**src/rtl/instr_fetch_unit.sv**
```systemverilog
// Instruction fetch stage: owns the PC and issues one imem read at a time
// over a req/ack handshake. The fetched word is held for decode behind a
// valid/ready handshake. Branch-unit redirects can arrive in any state.
// Optional watchdog: define FETCH_TIMEOUT_EN to enable the sticky
// fetch_timeout flag; otherwise fetch_timeout is tied low.
module instr_fetch_unit #(
  parameter int                 ADDR_W         = 32,
  parameter int                 INSTR_W        = 32,
  parameter logic [ADDR_W-1:0]  RESET_PC       = '0,
  parameter int                 PC_STEP        = 4,
  parameter int                 TIMEOUT_CYCLES = 16
) (
  input  logic               clk,
  input  logic               rst_n,
  output logic               imem_req,
  output logic [ADDR_W-1:0]  imem_addr,
  input  logic               imem_ack,
  input  logic [INSTR_W-1:0] imem_rdata,
  input  logic               redirect_valid,
  input  logic [ADDR_W-1:0]  redirect_pc,
  output logic               instr_valid,
  input  logic               instr_ready,
  output logic [INSTR_W-1:0] instr,
  output logic [5:0]         opcode,
  output logic [ADDR_W-1:0]  instr_pc,
  output logic [ADDR_W-1:0]  pc_plus,
  output logic               fetch_timeout
);

  typedef enum logic [1:0] {S_IDLE, S_REQ, S_HOLD, S_DROP} state_t;

  localparam logic [ADDR_W-1:0] STEP = ADDR_W'(PC_STEP);

  state_t            state, state_nxt;
  logic [ADDR_W-1:0] pc, pc_nxt;
  logic [ADDR_W-1:0] req_addr, req_addr_nxt;
  logic              issue;   // a new request is being launched (entering REQ)
  logic              load;    // accepted read data goes into the instruction register

  assign imem_req    = (state == S_REQ) || (state == S_DROP);
  assign imem_addr   = req_addr;
  assign instr_valid = (state == S_HOLD);
  assign opcode      = instr[31:26];

  // Next-state and PC/request-address selection; redirect always wins.
  always_comb begin
    state_nxt    = state;
    pc_nxt       = pc;
    req_addr_nxt = req_addr;
    issue        = 1'b0;
    load         = 1'b0;
    unique case (state)
      S_IDLE: begin
        state_nxt    = S_REQ;
        req_addr_nxt = pc;
        issue        = 1'b1;
      end
      S_REQ: begin
        if (redirect_valid) begin
          pc_nxt = redirect_pc;
          if (imem_ack) begin
            // Returned data belongs to the squashed path; restart at target.
            req_addr_nxt = redirect_pc;
            issue        = 1'b1;
          end else begin
            // Old request must still complete before the new one can go out.
            state_nxt = S_DROP;
          end
        end else if (imem_ack) begin
          load      = 1'b1;
          pc_nxt    = req_addr + STEP;
          state_nxt = S_HOLD;
        end
      end
      S_HOLD: begin
        if (redirect_valid) begin
          // Held instruction is squashed even if decode accepted it this cycle.
          pc_nxt       = redirect_pc;
          req_addr_nxt = redirect_pc;
          issue        = 1'b1;
          state_nxt    = S_REQ;
        end else if (instr_ready) begin
          req_addr_nxt = pc;
          issue        = 1'b1;
          state_nxt    = S_REQ;
        end
      end
      S_DROP: begin
        if (redirect_valid) pc_nxt = redirect_pc;
        if (imem_ack) begin
          req_addr_nxt = redirect_valid ? redirect_pc : pc;
          issue        = 1'b1;
          state_nxt    = S_REQ;
        end
      end
      default: state_nxt = S_IDLE;
    endcase
  end

  // State, PC and outstanding request address.
  always_ff @(posedge clk or negedge rst_n) begin
    if (!rst_n) begin
      state    <= S_IDLE;
      pc       <= RESET_PC;
      req_addr <= RESET_PC;
    end else begin
      state    <= state_nxt;
      pc       <= pc_nxt;
      req_addr <= req_addr_nxt;
    end
  end

  // Instruction register with its address and link value.
  always_ff @(posedge clk or negedge rst_n) begin
    if (!rst_n) begin
      instr    <= '0;
      instr_pc <= '0;
      pc_plus  <= STEP;
    end else if (load) begin
      instr    <= imem_rdata;
      instr_pc <= req_addr;
      pc_plus  <= req_addr + STEP;
    end
  end

`ifdef FETCH_TIMEOUT_EN
  localparam int CNT_W = $clog2(TIMEOUT_CYCLES + 1);

  logic [CNT_W-1:0] wd_cnt, wd_cnt_nxt;
  logic             wd_clr;

  // Counting restarts whenever a request (or drop phase) begins.
  assign wd_clr = issue || (state == S_REQ && state_nxt == S_DROP);

  // Watchdog count of request cycles without ack; saturates at the limit.
  always_comb begin
    wd_cnt_nxt = wd_cnt;
    if (wd_clr)
      wd_cnt_nxt = '0;
    else if (imem_req && !imem_ack && wd_cnt != CNT_W'(TIMEOUT_CYCLES))
      wd_cnt_nxt = wd_cnt + 1'b1;
  end

  // Counter register and sticky timeout flag.
  always_ff @(posedge clk or negedge rst_n) begin
    if (!rst_n) begin
      wd_cnt        <= '0;
      fetch_timeout <= 1'b0;
    end else begin
      wd_cnt <= wd_cnt_nxt;
      if (wd_cnt_nxt == CNT_W'(TIMEOUT_CYCLES)) fetch_timeout <= 1'b1;
    end
  end
`else
  // Watchdog absent: flag is constant low (TIMEOUT_CYCLES is non-negative).
  assign fetch_timeout = (TIMEOUT_CYCLES < 0);
`endif

endmodule

```
**config.mk**
```make
export PLATFORM = sky130hd
export DESIGN_NAME = instr_fetch_unit
export DESIGN_NICKNAME = d
export VERILOG_FILES = /design/src/rtl/instr_fetch_unit.sv
export SDC_FILE = /design/constraint.sdc
export NUM_CORES = 1
export LEC_CHECK = 0
export CAP_MARGIN = 20
export CORE_ASPECT_RATIO = 0.75
export CORE_UTILIZATION = 35
export CTS_BUF_LIST = sky130_fd_sc_hd__clkbuf_4
export DETAILED_ROUTE_END_ITERATION = 7
export GPL_ROUTABILITY_DRIVEN = 0
export PLACE_DENSITY = 0.68
export SLEW_MARGIN = 20
export SYNTH_ARGS = -nofsm -noshare
export SYNTH_HDL_FRONTEND = slang
export SYNTH_SLANG_ARGS = --single-unit
```
**constraint.sdc**
```tcl
create_clock -name clk -period 4.3 [get_ports clk]
set_input_delay 0.86 -clock clk [delete_from_list [all_inputs] [get_ports clk]]
set_output_delay 0.86 -clock clk [all_outputs]
set_load 0.05 [all_outputs]
```
### Word level (Yosys, flattened, before mapping)

Index checks and enable logic that the tools add are counted.

* equal/unequal tests: 9
* multiplexer cells: 20
* add/subtract/negate cells: 1
* reduce and logical (&&, ||, !) cells: 7

Operators with widths (count)
* two-way mux 32 bit: 8
* one-hot mux 32 bit (4 select lines): 1
* one-hot mux 32 bit (2 select lines): 1
* adder 32 x 3 -> 32 bit, second input constant: 1
* two-way mux 2 bit: 6
* one-hot mux 2 bit (4 select lines): 1
* AND reduction 4 bit: 2
* inequality test 2 bit, second input constant: 3
* inequality test 3 bit, second input constant: 2
* equality test 2 bit, second input constant: 2
* two-way mux 1 bit: 3
* inequality test 3 x 2 -> 1 bit, second input constant: 1
* equality test 2 x 1 -> 1 bit, second input constant: 1
* logical NOT 2 bit: 1
* AND reduction 2 bit: 1
* nonzero test 2 bit: 1
* OR reduction 2 bit: 1
* logical OR 1 bit: 1

* register bits: 162
* input bits: 69

### Depth between registers and ports, before layout

* word-level depth: 4
* depth in mapped cells: 8
* mapped depth without buffers: 6

### Least setup slack after synthesis

OpenSTA, ideal clock, no wires.

* path kind: register to output
* from: register state[0]
* to: output port instr_valid
* arrival time: 1561 ps
* cell stages (with the launch flop): 5
* path buffers: 3
* data required time: 3440 ps
* path slack: 1879 ps
* path through: dfrtp_1 > clkbuf_1 > clkbuf_1 > clkbuf_1 > nor2_1

* cells in the longest elaborated chain, start to end: 1

RTL lines
* from (decl): RTL line 34 `state_t state, state_nxt;`
* from (signal assigned): RTL line 107 `state <= state_nxt;`
* equality test 2 bit: RTL line 42 `assign instr_valid = (state == S_HOLD);`
* to (decl): RTL line 21 `output logic instr_valid,`

Every way passes these cells.

### Worst setup path in the final report

* from: register state[1]
* to: output port instr_valid

Same word-level chain as after synthesis.

==> results.toml <==
[outcome]
status = "completed"

[clocking]
clock-sinks = 160
cts-root-buf = "clkbuf_4"
clock_latency_ns = 0.55
cts_tree = "done"
cts.clk_slew.worst_paths_ns = 0.13
htree_num_levels = 4
cts-resized-gates = 0
cts.hold.buffers_added = 0
cts_max_path_buffers = 2
cts_buffers = 17
postCtsSetupBuffers = 0

[synthesis]
syn_avg_cell_area_um2 = 9.48
async_flop_share = 1.00
synth_nets = 833
ys.flop_type = "dfrtp_1"
synthCells = 763
yosys_warnings = 0
yosysSeqAreaShare = 0.554
synth_edf_count = 0
ys_ff_latch = 160
synth_cell_types = 52
synth_area_um2 = 7230

[timing]
fin_crit_ns = 3.61
finalCritPeriodShare = 0.840
drv_slew = 0
setup_tns_ns = 0
fmax_mhz = 277
skew_ns = 0.0219
tightest_slew_ns = 0.998
setup_viol = 0
slew_headroom = 0.335
rsz0062_at_grt = "false"
hold_viol = 0

[power]
powerDensity_nw_per_um2 = 746
p_leak_nw = 4.22
total_power_w = 0.00725
ir_drop_mv = 0.416

[die]
coreArea_um2 = 20200
start_util = 0.358
dieWidth_um = 168
io_pins = 206
dieArea_um2 = 21200
die_h_um = 126
fp-row-count = 45

[layout]
nFillCells = 1961
diodes = 0
finalNetCount = 1010
multiInputGateArea_um2 = 2940
drive_gt1_frac = 0.0673
finish.instance_area_um2 = 9720
synthToLayoutAreaGrowth_pct = 34.5
register_area_um2 = 4010

[setup_path]
worstPathArrival_ns = 2.75
cp.required_ns = 3.44
critPathMaxFanout = 16
rr_startpoint = "state[1]"
crit_family = "buffers and inverters"
crit_slowest_cell = "clkdlybuf4s50_1"
ff2ff_setup_slack_ns = 1.36
critPathKind = "reg -> out"
startpoint_type = "flop"
crit_chain = "inv_1, nor2_1, clkdlybuf4s50_1"
critPathMaxStageDelay_ns = 0.86
worstSetupEndpointType = "primary output"
reg2reg_depth = 6
timing.rr.end = "imem_addr[6]"
path_buf_inv = 2

[global_route]
grt_pass1_vias = 5925
antenna_found_initial = 0
grt.busiest_layer = "met1"
grt_pass1_wl_um = 34100
grt_util_met2 = 0.299
grt_max_degree = 80
grt_remaining_overflow = 0
use_met1 = 0.309
grtUsageMet3 = 0.0665
grt.total_usage = 0.208

[place]
io_buffers = 204
dp_hpwl_um = 14600
placed_area_um2 = 9440

[route]
wl_per_cell_um = 17.5
final_antenna_net_count = 0
drcViolationCount = 0
via_count = 6157
first_pass_iters = 5
drt-initial-drc-count = 623
post_drt_via_cell_ratio = 5.09
wirelength_um = 21100

[worst_hold_path]
worstHoldPathType = "in -> async"

[run]
cap_violations = 0
## layout make-up
class | instances | share of cell area
Inverter | 4 | 0.00154
Multi-Input combinational cell | 540 | 0.302
Clock inverter | 12 | 0.0148
Tap cell | 258 | 0.0332
Sequential cell | 160 | 0.412
Clock buffer | 18 | 0.0139
Timing Repair Buffer | 217 | 0.223
## routing by layer
metal  share of wire  wire length, um  vias up
met4          0.0098              208        0
li1                -                -     2917
met1            0.48            10100     2992
met5               0                0        -
met2            0.43             9130      233
met3           0.080             1690       15
## power by group
part / switching [W] / internal [W]
Sequential: 0.000487 / 0.00202
Clock: 0.000538 / 0.000398
Combinational: 0.00257 / 0.00125
## per-stage QoR
stage                     hold WS [ns]  setup slack [ns]  std cells   util
final                            0.349             0.686       1209  0.481
after global routing             0.333             0.470       1209  0.481
after CTS                        0.315             0.689       1209  0.481
after detailed placement         0.461              1.00       1179  0.467
after global placement           0.457              1.03       1179  0.467
after floorplan                  0.473              1.88        763      -
## logic make-up (layout without fill, tap and decap cells)
| group | Yosys count | after routing | share of synthesized area |
|---|---|---|---|
| xor+xnor | 23 | 23 | 0.0279 |
| compound gates | 142 | 142 | 0.118 |
| mux | 36 | 36 | 0.0498 |
| other cells | 1 | 1 | 0.000519 |
| buf+inv | 63 | 251 | 0.0462 |
| flops | 160 | 160 | 0.554 |
| simple gates | 337 | 337 | 0.202 |
| fa+ha+maj | 1 | 1 | 0.00173 |
## synth_stat cells (all sizes together), types with 3 or more instances
library cell  number  share of area
o22ai             10         0.0087
mux2i             36          0.050
o21ai             34          0.024
clkbuf            29          0.018
a221oi             6         0.0073
dfrtp            159           0.55
a22oi             11          0.011
and3               9         0.0080
inv                3         0.0016
o221a              5         0.0078
buf               29          0.024
xor2              13          0.016
nand3             16          0.012
a21oi             58          0.041
o21a               5         0.0052
a31oi              3         0.0026
or3                3         0.0026
nor2              70          0.036
a21o               7         0.0073
nand4             10         0.0087
nand2            203           0.11
nor2b              7         0.0061
nor4               5         0.0099
xnor2             10          0.012
nor3               8         0.0062
## registers in the layout, summed over array words and instances, names as in the netlist
signal     flops
imem_addr     32
instr         32
instr_pc      32
pc            32
pc_plus       30
state          2
## worst register-to-register path: stages (launching register included)
cell and delay [ns]:
dfrtp_1 0.60, inv_1 0.42, nor2_1 0.27, a21oi_4 0.67, buf_4 0.46, mux2i_1 0.30
a21oi_1 0.09
## worst max path at each step
stage	start	to	slack, ns	cells after the start
after global placement	redirect_valid	imem_addr[6]	1.03	7
final	state[1]	instr_valid	0.69	3
after CTS	state[1]	instr_valid	0.69	3
after global routing	state[1]	instr_valid	0.47	3
after floorplan	state[0]	instr_valid	1.88	4
after detailed placement	redirect_valid	imem_addr[6]	1.00	7
## cells in the final DEF, fill, tap and decap left out, types with 8 or more instances in the layout
cell	n
a21oi_1	55
a22oi_1	11
and3_1	8
buf_4	11
clkbuf_4	18
clkdlybuf4s50_1	203
dfrtp_1	159
mux2i_1	36
nand2_1	202
nand3_1	15
nand4_1	10
nor2_1	70
o21ai_0	28
o22ai_1	9
xnor2_1	10
xor2_1	13
Note: power is estimated with default switching activity, not from simulation.
